**src/rtl/kvadd2_multi_counter.sv**
```systemverilog
// Multi-channel up/down counter with variable step, registered zero/max flags and overflow/underflow pulses.
// Wraps by default; define KVADD2_MULTI_COUNTER_SAT_EN to saturate instead.
module kvadd2_multi_counter #(
  parameter int                 C_CHANNELS   = 2,
  parameter int                 C_WIDTH      = 8,
  parameter int                 C_STEP_WIDTH = 4,
  parameter logic [C_WIDTH-1:0] C_INIT       = {C_WIDTH{1'b0}}
) (
  input  logic                               clk,
  input  logic                               rst,
  input  logic                               clken,
  input  logic [C_CHANNELS-1:0]              load,
  input  logic [C_CHANNELS*C_WIDTH-1:0]      load_value,
  input  logic [C_CHANNELS-1:0]              incr,
  input  logic [C_CHANNELS*C_STEP_WIDTH-1:0] incr_step,
  input  logic [C_CHANNELS-1:0]              decr,
  input  logic [C_CHANNELS*C_STEP_WIDTH-1:0] decr_step,
  output logic [C_CHANNELS*C_WIDTH-1:0]      count,
  output logic [C_CHANNELS-1:0]              is_zero,
  output logic [C_CHANNELS-1:0]              is_max,
  output logic [C_CHANNELS-1:0]              overflow,
  output logic [C_CHANNELS-1:0]              underflow
);

  localparam int W  = C_WIDTH;
  localparam int SW = C_STEP_WIDTH;

  function automatic logic f_is_zero(input logic [W-1:0] v);
    return (v == {W{1'b0}});
  endfunction

  function automatic logic f_is_max(input logic [W-1:0] v);
    return (v == {W{1'b1}});
  endfunction

  for (genvar g = 0; g < C_CHANNELS; g++) begin : g_ch
    logic [W-1:0]        r_count     = C_INIT;
    logic                r_is_zero   = f_is_zero(C_INIT);
    logic                r_is_max    = f_is_max(C_INIT);
    logic                r_overflow  = 1'b0;
    logic                r_underflow = 1'b0;
    logic [SW-1:0]       w_a;
    logic [SW-1:0]       w_b;
    logic signed [W+1:0] w_sum;
    logic [W-1:0]        w_next;
    logic                w_ovf;
    logic                w_unf;

    // The W+2 bit signed sum holds every reachable result: bit W+1 marks a negative sum, bit W a carry past the top.
    always_comb begin
      w_a    = incr[g] ? incr_step[g*SW +: SW] : {SW{1'b0}};
      w_b    = decr[g] ? decr_step[g*SW +: SW] : {SW{1'b0}};
      w_sum  = $signed({2'b00, r_count})
             + $signed({{(W+2-SW){1'b0}}, w_a})
             - $signed({{(W+2-SW){1'b0}}, w_b});
      w_ovf  = 1'b0;
      w_unf  = 1'b0;
      w_next = w_sum[W-1:0];
      if (w_sum[W+1]) begin
        w_unf = 1'b1;
`ifdef KVADD2_MULTI_COUNTER_SAT_EN
        w_next = {W{1'b0}};
`endif
      end else if (w_sum[W]) begin
        w_ovf = 1'b1;
`ifdef KVADD2_MULTI_COUNTER_SAT_EN
        w_next = {W{1'b1}};
`endif
      end else begin
        w_next = w_sum[W-1:0];
      end
    end

    // Channel state: reset, then enable, then load, then step update; flags follow the value being written.
    always_ff @(posedge clk) begin
      if (rst) begin
        r_count     <= C_INIT;
        r_is_zero   <= f_is_zero(C_INIT);
        r_is_max    <= f_is_max(C_INIT);
        r_overflow  <= 1'b0;
        r_underflow <= 1'b0;
      end else if (!clken) begin
        r_overflow  <= 1'b0;
        r_underflow <= 1'b0;
      end else if (load[g]) begin
        r_count     <= load_value[g*W +: W];
        r_is_zero   <= f_is_zero(load_value[g*W +: W]);
        r_is_max    <= f_is_max(load_value[g*W +: W]);
        r_overflow  <= 1'b0;
        r_underflow <= 1'b0;
      end else begin
        r_count     <= w_next;
        r_is_zero   <= f_is_zero(w_next);
        r_is_max    <= f_is_max(w_next);
        r_overflow  <= w_ovf;
        r_underflow <= w_unf;
      end
    end

    assign count[g*W +: W] = r_count;
    assign is_zero[g]      = r_is_zero;
    assign is_max[g]       = r_is_max;
    assign overflow[g]     = r_overflow;
    assign underflow[g]    = r_underflow;
  end

endmodule

```
**config.mk**
```make
export PLATFORM = sky130hd
export DESIGN_NAME = kvadd2_multi_counter
export DESIGN_NICKNAME = d
export VERILOG_FILES = /design/src/rtl/kvadd2_multi_counter.sv
export SDC_FILE = /design/constraint.sdc
export NUM_CORES = 1
export LEC_CHECK = 0
export ABC_CLOCK_PERIOD_IN_PS = 6700
export CORE_MARGIN = 1
export CORE_UTILIZATION = 53
export DETAILED_ROUTE_END_ITERATION = 10
export PLACE_DENSITY = 0.86
export SLEW_MARGIN = 20
export SYNTH_ARGS = -nofsm -noshare
export SYNTH_HDL_FRONTEND = slang
export SYNTH_SLANG_ARGS = --single-unit
```
**constraint.sdc**
```tcl
create_clock -name clk -period 6.7 [get_ports clk]
set_input_delay 1.005 -clock clk [delete_from_list [all_inputs] [get_ports clk]]
set_output_delay 1.005 -clock clk [all_outputs]
set_load 0.05 [all_outputs]
```
==> reports/qor.yml <==
status: "finished clean"
yosysMostFrequentCell: "inv_1"
fin_nets: 440
synth_cell_types: 50
die_height_um: 69.3
grt_pass1_wl_mm: 10.2
synthArstFlopShare_pct: 0
drt_iter0_markers: 187
vias_per_cell: 5.76
clock_latency_ns: 0.27
rsz0062_at_grt: "no"
worstSetupPathType: "primary input to flop"
drive_above_1_share_pct: 2.43
fin_crit_ns: 3.92
routed_wl_mm: 6.11
cts.sinks: 24
synth_top_cell_by_area: "dfxtp_1"
fmaxAchievable_mhz: 255
slew-limit-headroom_pct: 42.2
grt_usage_pct: 25.6
cp_data_required_time_ns: 6.91
port_buffers: 64
hold_viol: 0
row_count: 24
place.gp.congestion: 0.864
ys_top_cells_by_area: "dfxtp_1, ha_1, fa_1"
numCtsBuffers: 3
detail-route-antenna-nets: 0
die_w_um: 69.3
crit_arrival_ns: 4.13
yosys_warnings: 0
syn_area_per_cell_um2: 7.44
grt_pass1_vias: 2296
vias: 2429
ys_top_cells_by_count: "inv_1, nor2_1, nand2_1, dfxtp_1, ha_1"
cts-hold-fix-buffers: 0
grt_max_degree: 35
grt_remaining_overflow: 0
ys.flop_type: "dfxtp_1"
worstMarginPinSlew_ns: 0.864
synth.cell_area_mm2: 0.00240
io_pins: 65
hold_depth: 2
cts_tree: "yes"
fin_util_pct: 70.5
drc_errors: 0
syn_nets: 392
slowest_delay_ns: 0.51
routedWlPerCell_um: 14.5
firstDrtPassIters: 4
hpwl_mm: 4.75
clock_skew_ns: 0.00167
die-area_mm2: 0.00481
power_leakage_nw: 1.25
antenna_cells: 0
ys_seq_area_share_pct: 20.0
post-cts-setup-buffers: 0
setup_viol: 0
cap_viol_max_count: 0
initial_core_util_pct: 55.2
worstHoldEndpoint: "g_ch[1].r_is_max"
core_area_mm2: 0.00435
setup_tns_ns: 0
htree_levels: 1
antenna_found_initial: 0
cts.repair.resized: 0
worstRegToRegCells: 10
hold_path.class: "flop to flop"
cts_root_buf: "clkbuf_8"
crit_path_end_kind: "flop"
synth_edf_count: 0
crit-reg2reg-capture: "g_ch[0].r_is_max"
crit_path_max_fanout: 4
start_kind: "primary input"
synth.top_cell.area_share_pct: 20.0
r2r_start: "g_ch[0].r_count[2]"
cp_slowest_cell: "or4_1"
area_growth_pct: 27.6
clk_pin_slew_worst_paths_ns: 0.09
rrSetupSlack_ns: 3.63
finalCritPeriodShare_pct: 58.5
worst_hold_startpoint: "g_ch[1].r_is_max"
ys_seq_elements: 24
vdd_ir_drop_max_mv: 0.173
clock_path_buffers: 2
syn-instance-count: 323
crit_chain: "clkdlybuf4s50_1 > and2_1 > fa_1 > inv_1 > ha_1 > nand2b_4 > a21oi_1 > or4b_4 > a41o_1 > or4_1 > o21ai_1"
p_per_area_mw_per_mm2: 234
slew_violations: 0
metal layers:
metal	wire [µm]	track usage, %	vias to the layer above
met2	3010	44.8	87
met3	378	4.94	4
met4	35	2.95	0
met1	2680	33.5	1124
li1	-	-	1214
met5	0	0	-
report_power, final:
part	total, W	switching, W	internal (W)
registers	0.000169	0.0000118	0.000157
logic	0.000419	0.000246	0.000174
clock network	0.000128	0.0000484	0.0000799
final cells by class:
type,instances,area [µm²]
multi-input combinational,238,1660
clock inverter,1,30.0
timing repair buffer,65,648
inverter,39,146
sequential,24,480
clock buffer,3,41.3
tap,52,65.1
fill,344,1290
cells by family (layout without fill, tap and decap cells):
kind of cell    after synthesis  after routing  synth area share (%)
simple gates                118            118                  24.7
compound gates               78             78                  21.8
buf+inv                      61            108                  11.1
fa+ha+maj                    28             28                  17.1
flops                        24             24                  20.0
xor+xnor                      8              8                  2.92
mux                           6              6                  2.50
critical path: cells and delay by family:
kind,cells,cell delay (ns)
and+or+nand+nor,4,1.30
buffers and inverters,2,0.47
adders and majority gates,2,0.87
AOI/OAI and AO/OA,3,0.48
flip-flops by register name, summed over array words and instances, names as in the netlist:
name and count:
g_ch.r_count 16, g_ch.r_is_max 2, g_ch.r_is_zero 2, g_ch.r_overflow 2, g_ch.r_underflow 2
cells in the final DEF, fill, tap and decap left out, types with 2 or more instances in the layout:
cell	count
nor2_1	35
nor3_1	11
nor2b_1	3
o211ai_1	3
o21a_1	4
ha_1	20
inv_1	39
o21ai_1	2
o21ai_0	14
dfxtp_1	24
a211oi_1	17
nand2b_1	5
mux2i_1	6
nor4_1	3
or4_1	2
clkbuf_8	3
nand4_1	2
and2_1	8
a22oi_1	2
a221oi_1	2
a21oi_1	19
a32oi_1	2
nand3_1	4
clkdlybuf4s50_1	64
nand2_1	32
fa_1	8
nor3b_1	3
o21bai_1	2
nor4b_1	4
xnor2_1	7
metrics by stage:
stage / total power, W / cell area (µm²) / cells / hold WS [ns] / setup WS [ns]
final: 0.000717 / 3070 / 422 / 0.464 / 2.78
after global routing: 0.000772 / 3070 / 422 / 0.494 / 2.60
after CTS: 0.000715 / 3070 / 422 / 0.464 / 2.78
after detailed placement: 0.000582 / 3000 / 418 / 0.449 / 2.51
after global placement: 0.000572 / 3000 / 418 / 0.449 / 2.55
after floorplan: 0.000480 / 2400 / 323 / 0.426 / 3.07
worst max-delay path by stage:
stage | start | slack [ns] | endpoint | cells past startpoint
3_3_place_gp | decr[0] | 2.55 | g_ch[0].r_is_max | 11
3_5_place_dp | decr[0] | 2.51 | g_ch[0].r_is_max | 11
2_1_floorplan | decr_step[2] | 3.07 | g_ch[0].r_is_max | 10
6_report | decr[0] | 2.78 | g_ch[0].r_is_max | 11
4_1_cts | decr[0] | 2.78 | g_ch[0].r_is_max | 11
5_1_grt | decr[1] | 2.60 | g_ch[1].r_is_max | 11
Power figures use the tool's default switching activity.
